[src/rtl/apb_regbank.sv]
// apb_regbank: APB slave register bank for the CRCU control/status store.
// Holds a block of byte-writable RW registers followed by a read-only window
// that reflects hardware status inputs. Each transfer is accepted in setup,
// optionally stretched by a fixed number of wait states, and then completed
// in a single DONE cycle. Errors are reported for misaligned, out-of-range
// or read-only-write accesses.
module apb_regbank #(
    parameter int DATA_W      = 32,
    parameter int ADDR_W      = 12,
    parameter int DEPTH       = 32,
    parameter int RO_BASE     = 24,
    parameter int WAIT_STATES = 0
) (
    input  logic                      PCLK,
    input  logic                      PRESETN,
    input  logic                      PSEL,
    input  logic                      PENABLE,
    input  logic                      PWRITE,
    input  logic [ADDR_W-1:0]         PADDR,
    input  logic [DATA_W-1:0]         PWDATA,
    input  logic [DATA_W/8-1:0]       PSTRB,
    output logic                      PREADY,
    output logic                      PSLVERR,
    output logic [DATA_W-1:0]         PRDATA,
    input  logic [(((DEPTH-RO_BASE) > 0) ? (DEPTH-RO_BASE) : 1)*DATA_W-1:0] ro_in,
    output logic [DEPTH*DATA_W-1:0]   reg_q
);

    localparam int NB  = DATA_W / 8;
    // At least one storage slot so the array stays legal when every index is RO.
    localparam int NRW = (RO_BASE > 0) ? RO_BASE : 1;

    typedef enum logic [1:0] {
        S_IDLE = 2'd0,
        S_WAIT = 2'd1,
        S_DONE = 2'd2
    } state_t;

    state_t              r_state;
    logic [3:0]          r_cnt;
    logic [ADDR_W-1:0]   r_addr;
    logic                r_write;
    logic [DATA_W-1:0]   r_wdata;
    logic [NB-1:0]       r_strb;
    logic [DATA_W-1:0]   r_regs [NRW];

    logic [31:0]         w_idx;
    logic                w_err;
    logic                w_done;
    logic                w_commit;
    logic [DATA_W-1:0]   w_rd;

    // Word index of the captured address, widened for range comparisons.
    assign w_idx    = 32'(r_addr[ADDR_W-1:2]);
    assign w_err    = (r_addr[1:0] != 2'b00)
                   || (w_idx >= 32'(DEPTH))
                   || (r_write && (w_idx >= 32'(RO_BASE)));
    assign w_done   = (r_state == S_DONE);
    // A write lands only if the master is still selecting us at the end of DONE.
    assign w_commit = w_done && PSEL && r_write && !w_err;

    // Transfer sequencer: capture on setup, count wait states, complete in DONE.
    always_ff @(posedge PCLK or negedge PRESETN) begin
        if (!PRESETN) begin
            r_state <= S_IDLE;
            r_cnt   <= '0;
            r_addr  <= '0;
            r_write <= 1'b0;
            r_wdata <= '0;
            r_strb  <= '0;
        end else begin
            case (r_state)
                S_IDLE: begin
                    if (PSEL && !PENABLE) begin
                        r_addr  <= PADDR;
                        r_write <= PWRITE;
                        r_wdata <= PWDATA;
                        r_strb  <= PSTRB;
                        r_cnt   <= 4'(WAIT_STATES);
                        r_state <= (WAIT_STATES > 0) ? S_WAIT : S_DONE;
                    end
                end
                S_WAIT: begin
                    if (!PSEL) begin
                        r_state <= S_IDLE;
                    end else begin
                        r_cnt <= r_cnt - 4'd1;
                        if (r_cnt == 4'd1) begin
                            r_state <= S_DONE;
                        end
                    end
                end
                S_DONE: begin
                    r_state <= S_IDLE;
                end
                default: begin
                    r_state <= S_IDLE;
                end
            endcase
        end
    end

    // RW register file: byte-lane merge of the captured write data on commit.
    always_ff @(posedge PCLK or negedge PRESETN) begin
        if (!PRESETN) begin
            for (int i = 0; i < NRW; i++) begin
                r_regs[i] <= '0;
            end
        end else if (w_commit) begin
            for (int i = 0; i < RO_BASE; i++) begin
                if (w_idx == 32'(i)) begin
                    for (int b = 0; b < NB; b++) begin
                        if (r_strb[b]) begin
                            r_regs[i][8*b +: 8] <= r_wdata[8*b +: 8];
                        end
                    end
                end
            end
        end
    end

    // Read mux: RW storage below RO_BASE, live status inputs above it.
    always_comb begin
        w_rd = '0;
        for (int i = 0; i < RO_BASE; i++) begin
            if (w_idx == 32'(i)) begin
                w_rd = r_regs[i];
            end
        end
        for (int i = RO_BASE; i < DEPTH; i++) begin
            if (w_idx == 32'(i)) begin
                w_rd = ro_in[(i-RO_BASE)*DATA_W +: DATA_W];
            end
        end
    end

    // Bus response is only driven in DONE; error reads return zero.
    always_comb begin
        PREADY  = w_done;
        PSLVERR = w_done && w_err;
        PRDATA  = (w_done && !w_err && !r_write) ? w_rd : '0;
    end

    // Flattened register view for the datapath; RO slots read as zero here.
    genvar gi;
    generate
        for (gi = 0; gi < DEPTH; gi++) begin : g_regq
            if (gi < RO_BASE) begin : g_rw
                assign reg_q[gi*DATA_W +: DATA_W] = r_regs[gi];
            end else begin : g_ro
                assign reg_q[gi*DATA_W +: DATA_W] = '0;
            end
        end
    endgenerate

endmodule

[config.mk]
export PLATFORM = sky130hd
export DESIGN_NAME = apb_regbank
export DESIGN_NICKNAME = d
export VERILOG_FILES = /design/src/rtl/apb_regbank.sv
export SDC_FILE = /design/constraint.sdc
export NUM_CORES = 2
export LEC_CHECK = 0
export CORE_AREA = 2 2 538 540
export CTS_CLUSTER_SIZE = 24
export DETAILED_ROUTE_END_ITERATION = 8
export DIE_AREA = 0 0 540 542
export HOLD_SLACK_MARGIN = 0.1
export PLACE_DENSITY = 0.4
export SLEW_MARGIN = 20
export SYNTH_ARGS = -nofsm -noshare
export SYNTH_HDL_FRONTEND = slang
export SYNTH_SLANG_ARGS = --single-unit
[constraint.sdc]
create_clock -name PCLK -period 6.5 [get_ports PCLK]
set_clock_uncertainty 0.15 [all_clocks]
set_input_delay 1.3 -clock PCLK [delete_from_list [all_inputs] [get_ports PCLK]]
set_output_delay 1.3 -clock PCLK [all_outputs]
set_load 0.02 [all_outputs]
---- Word level (Yosys, flattened, before mapping) ----
Cells that the tools add are included.
storage, ports and cells
  output and inout port bits .............. 1058
  register bits after elaboration ......... 823
  bits of input ports ..................... 309
  logic and storage cells ................. 298
cells by class
  eq/ne operators ......................... 37
  add/subtract/negate cells ............... 1
  multiplexer cells ....................... 40
  $lt $le $gt $ge ......................... 2
  reductions and logical operators ........ 116
operators with widths
  cell                                                  number
  two-way mux 32 bit                                    33
  AND reduction 3 bit                                   97
  equality test 10 x 5 -> 1 bit, second input constant  16
  equality test 10 x 4 -> 1 bit, second input constant  8
  equality test 10 x 3 -> 1 bit, second input constant  4
  logical NOT 32 bit                                    1
  equality test 10 x 2 -> 1 bit, second input constant  2
  equality test 10 x 1 -> 1 bit, second input constant  1
  >= comparator 10 x 5 -> 1 bit, second input constant  1
  >= comparator 10 x 6 -> 1 bit, second input constant  1
  logical AND 1 bit                                     8
  two-way mux 4 bit                                     2
  one-hot mux 4 bit (2 select lines)                    1
  two-way mux 2 bit                                     3
  equality test 4 x 1 -> 1 bit, second input constant   1
  != test 2 bit, second input constant                  2
  one-hot mux 2 bit (2 select lines)                    1
  AND reduction 2 bit                                   2
  nonzero test 2 bit                                    2
  subtractor 4 x 1 -> 4 bit, second input constant      1
  logical NOT 1 bit                                     3
  != test 3 bit, second input constant                  1
  equality test 2 x 1 -> 1 bit, second input constant   1
  equality test 2 bit, second input constant            1
  other kinds (2)                                       3

---- Depth between registers and ports, before layout ----
  depth after elaboration ................. 34
  gate-level depth with buffers ........... 13
  depth with buffers taken out ............ 8

---- Worst setup path after synthesis ----
OpenSTA, ideal clock, no wires.
  kind .................................... register to output
  from .................................... reg r_addr[11]
  to ...................................... out PRDATA[10]
  required time ........................... 5050 ps
  cell stages (with the launch flop) ...... 9
  path slack .............................. 2193 ps
  buffers on the path ..................... 4
  arrival ................................. 2857 ps
  path through ............................ dfrtp_1 buf_6 or4b_1 clkbuf_1 buf_2 nor2_1 buf_2 a221oi_1 o311ai_0
on the way
  longest elaborated chain between the ends .. 34
  elaborated cells on any way between the ends .. 73
  classes of those cells .................. 2 x order compare; 31 x eq/ne; 33 x mux; 7 x reduce/logical
ends and longest elaborated chain
  element                           RTL line  source
  from (decl)                       41        logic [ADDR_W-1:0] r_addr;
  from (signal assigned)            67        r_addr <= '0;
  from (signal assigned)            75        r_addr <= PADDR;
  logical NOT 32 bit                126       if (w_idx == 32'(i)) begin
  two-way mux 32 bit (24 in a row)  126
  two-way mux 32 bit (8 in a row)   131       if (w_idx == 32'(i)) begin
  two-way mux 32 bit (*)            141       PRDATA = (w_done && !w_err && !r_write) ? w_rd : '0;
  to (decl)                         24        output logic [DATA_W-1:0] PRDATA,
Mark *: on every way between the ends. The rest lies on a longest branch, timed or not.

---- Final worst setup path ----
  from .................................... reg r_addr[4]
  to ...................................... out PRDATA[17]
The elaborated chain is that of the path after synthesis.

==> impl_results.md <==
* Yosys synthesis warning count at 0
* Largest net degree at the start of global routing at 167
* Worst path slowest cell: sky130_fd_sc_hd__o21ai_0
* Final Net Count at 4915
* Wire length reported by the detailed router at 361000 um
* Post-synth EDFFs at 0
* Worst hold path type: in2async
* Clock root buffer: sky130_fd_sc_hd__clkbuf_16
* Result of the run: finished, violations left
* Actual slew at the worst max-slew pin at 1110 ps
* Top cell by count, worst path: sky130_fd_sc_hd__o21ai_0
* Critical path launch point type: flip-flop
* Count of cells along the worst register-to-register path at 10
* Number of buffers between clock root and the deepest sink at 3
* Drt via density at 4.52
* Finish-stage setup viols at 1
* Predominant post-synthesis flop cell: sky130_fd_sc_hd__dfrtp_1
* Setup repair after global routing missed its margin: false
* Signal arrival time at the worst endpoint at 5050 ps
* Iteration-0 DRC Markers at 4350
* Maximum achievable frequency at 154 MHz
* Static leakage at 0.0269 uW
* CTS clk-pin slew, worst paths at 60 ps
* Cell type contributing the most total cell area after synthesis: sky130_fd_sc_hd__dfrtp_1
* Worst flop-to-flop path endpoint: reg_q[636]
* Standard-cell row count at 197
* Clk Latency, worst-skew pair at 810 ps
* Area grow syn2layout at 49.4%
* Die area at 293000 um^2
* Final period demand of the worst path at 6500 ps
* Hold buffer count at CTS at 0
* Final cell count without fillers at 8500
* Post-route ant nets at 0
* Sequential-to-total area share from yosys stat at 0.496
* Number of buffers inserted by port buffering at 1110
* Launch instance of the worst register-to-register path: r_addr[11]
* Remaining global-route overflow at 0
* Post-Syn Area at 41300 um^2
* Cells traversed along the worst timing path: buf_4 > mux2i_1 > o22ai_1 > nand2_1 > o21ai_0 > a221oi_1 > a31oi_1 > o21ai_0 > a31oi_2 > buf_12
* Gate Count Post-Synth at 3376
* Starting utilization of the core area at 0.144
* First-pass GRT wire length at 450000 um
* Worst vdd rail ir drop at 213 uV
* Post-DP HPWL at 293000 um
* TritonCTS clock tree: built
* Clock Sink Count at 818
* Number of antenna violations at the first check in global routing at 74
* Largest stage delay on the critical path at 820 ps
* Register bit count reported by yosys at 818
* Final period utilization at 1.00
* Die height at 542 um
* Fraction of registers with async set or reset after synthesis at 1.00
* Top-area cell type share of the netlist area at 0.496
* Number of H-tree branching levels at 3
* Die width at 540 um
* Kind of capture point of the worst setup path: output port
* FF-to-FF setup slack at 1970 ps
* Global routing usage summed across all routing layers at 0.238
* Worst slew margin at 0.257
* Final critical-path setup slack at -4.04 ps
* Per-instance average area after synthesis at 12.2 um^2
* Start-to-end type of the worst setup path: reg2out
* Share of post-route cells with drive strength above 1 at 0.318
* Max-slew violation count at 0
* Pre-antenna DRT Iters at 9
* Floorplan Core Area at 287000 um^2
* Violations in the final reports: negative setup slack
* Boundary pin count at 1367
* Largest fanout of any net on the critical path at 16
* Max cap viols at 0
* Via count of the first global-routing pass at 37377
* Cells after DPL at 8269
* Minimum setup slack after placement at 62.5 ps
* Number of vias in the routed layout at 38419
* Fin. Hold Viols at 0
* Number of clock buffers inserted by TritonCTS at 105
* Number of library cell types mapped by synthesis at 78
* Main area contributors after synthesis: sky130_fd_sc_hd__dfrtp_1, sky130_fd_sc_hd__mux2_2, sky130_fd_sc_hd__buf_4, sky130_fd_sc_hd__a22oi_1, sky130_fd_sc_hd__mux4_2
* Placer Congestion at 0.919
* Required time reported for the critical path endpoint at 5050 ps
* DR WL/cell at 42.5 um
* DRC at 0
* Total power divided by cell area at 222 nW/um^2
-- layout make-up --
| cell class | count | area, um^2 |
|---|---|---|
| clock buffers | 147 | 3050 |
| flip-flops and latches | 818 | 20500 |
| inverters | 19 | 71.3 |
| clock inverters | 49 | 694 |
| multi-input cells | 2311 | 19200 |
| well taps | 3781 | 4730 |
| diodes | 24 | 60.1 |
| fillers | 30959 | 225000 |
| repair buffers | 1351 | 13400 |
-- cell families (layout without fill, tap and decap cells) --
group | after synthesis | in the layout | synth area share
AO/OA/AOI/OAI | 667 | 667 | 0.111
buffers and inverters | 502 | 1566 | 0.0737
flip-flops | 818 | 818 | 0.496
multiplexers | 895 | 895 | 0.254
other | 1 | 280 | 0.0000909
AND/OR/NAND/NOR | 493 | 493 | 0.0653
-- placed cells by master (no fill, tap or decap), drive strengths merged, types with 11 or more instances in the layout --
cell | Yosys | final
or3 | 11 | 11
clkdlybuf4s50 | 0 | 1077
conb | 1 | 256
a221o | 14 | 14
a22oi | 120 | 120
mux2i | 24 | 24
dfrtp | 818 | 818
clkbuf | 132 | 147
nor3 | 50 | 50
bufinv | 0 | 13
mux2 | 834 | 834
nand2 | 211 | 211
a22o | 22 | 22
o22ai | 53 | 53
nor2 | 100 | 100
a21oi | 108 | 108
a222oi | 30 | 30
clkinv | 0 | 25
buf | 351 | 274
a31oi | 19 | 19
o211ai | 18 | 18
o221ai | 17 | 17
mux4 | 37 | 37
nand3 | 46 | 46
inv | 19 | 23
a221oi | 47 | 47
nor4 | 12 | 12
o21ai | 139 | 139
diode | 0 | 24
a211oi | 21 | 21
-- flip-flops by register name, indices dropped and copies added (netlist names) --
register  flops
r_addr       12
r_state       1
r_wdata      32
r_strb        4
r_write       1
reg_q       768
-- what timing repair did --
action                     4_1_cts  5_1_grt
setup buffers                    7        4
resized for setup               28        3
pin swaps                        6        2
setup endpoints to repair       22        6
-- worst max-delay path, delay by kind of cell (launching register included) --
family / cells / cell delay [ps]
buf+inv: 2 / 660
simple gates: 1 / 110
flops: 1 / 480
mux: 1 / 620
compound gates: 6 / 2320
-- metrics by stage --
stage | util | instance area (um^2) | setup TNS, ps | hold WS, ps | power (uW)
final | 0.215 | 61700 | -4.04 | 325 | 13700
after CTS | 0.215 | 61500 | 0 | 357 | 13700
after floorplan | - | 42200 | 0 | 322 | 6140
after global routing | 0.215 | 61600 | 0 | 373 | 14000
after detailed placement | 0.201 | 57600 | 0 | 344 | 7290
after global placement | 0.201 | 57600 | 0 | 342 | 7290
-- cell usage after synthesis (11+ instances only) --
master                     count
sky130_fd_sc_hd__a211oi_1     20
sky130_fd_sc_hd__a21oi_1     108
sky130_fd_sc_hd__a221o_1      14
sky130_fd_sc_hd__a221oi_1     47
sky130_fd_sc_hd__a222oi_1     30
sky130_fd_sc_hd__a22o_1       22
sky130_fd_sc_hd__a22oi_1     120
sky130_fd_sc_hd__a31oi_1      19
sky130_fd_sc_hd__buf_2        65
sky130_fd_sc_hd__buf_4       269
sky130_fd_sc_hd__clkbuf_1    132
sky130_fd_sc_hd__dfrtp_1     818
sky130_fd_sc_hd__inv_1        19
sky130_fd_sc_hd__mux2_1       20
sky130_fd_sc_hd__mux2_2      814
sky130_fd_sc_hd__mux2i_1      24
sky130_fd_sc_hd__mux4_2       37
sky130_fd_sc_hd__nand2_1     133
sky130_fd_sc_hd__nand2_2      60
sky130_fd_sc_hd__nand2_4      18
sky130_fd_sc_hd__nand3_1      46
sky130_fd_sc_hd__nor2_1       92
sky130_fd_sc_hd__nor3_1       35
sky130_fd_sc_hd__nor3_2       13
sky130_fd_sc_hd__o211ai_1     18
sky130_fd_sc_hd__o21ai_0     137
sky130_fd_sc_hd__o221ai_1     17
sky130_fd_sc_hd__o22ai_1      53
sky130_fd_sc_hd__or3_1        11
-- routing by layer --
metal	wire length, um	vias to the layer above	GRT usage	share of wire
met3	38500	499	0.0877	0.11
li1	-	14673	-	-
met1	141000	20674	0.289	0.39
met5	139	-	0	0.00038
met4	16200	20	0.0923	0.045
met2	165000	2553	0.381	0.46
-- worst max path at each step --
stage                     startpoint    endpoint
after CTS                  r_addr[6]  PRDATA[14]
after global placement     r_addr[6]  PRDATA[15]
final                      r_addr[4]  PRDATA[17]
after detailed placement   r_addr[6]  PRDATA[15]
after global routing      r_addr[10]  PRDATA[29]
after floorplan           r_addr[11]  PRDATA[10]
-- power by group --
part | switching (uW) | internal, uW | total (uW)
logic | 1410 | 482 | 1890
clock network | 2650 | 3800 | 6450
registers | 186 | 5150 | 5330
(Power assumes the default switching activity.)
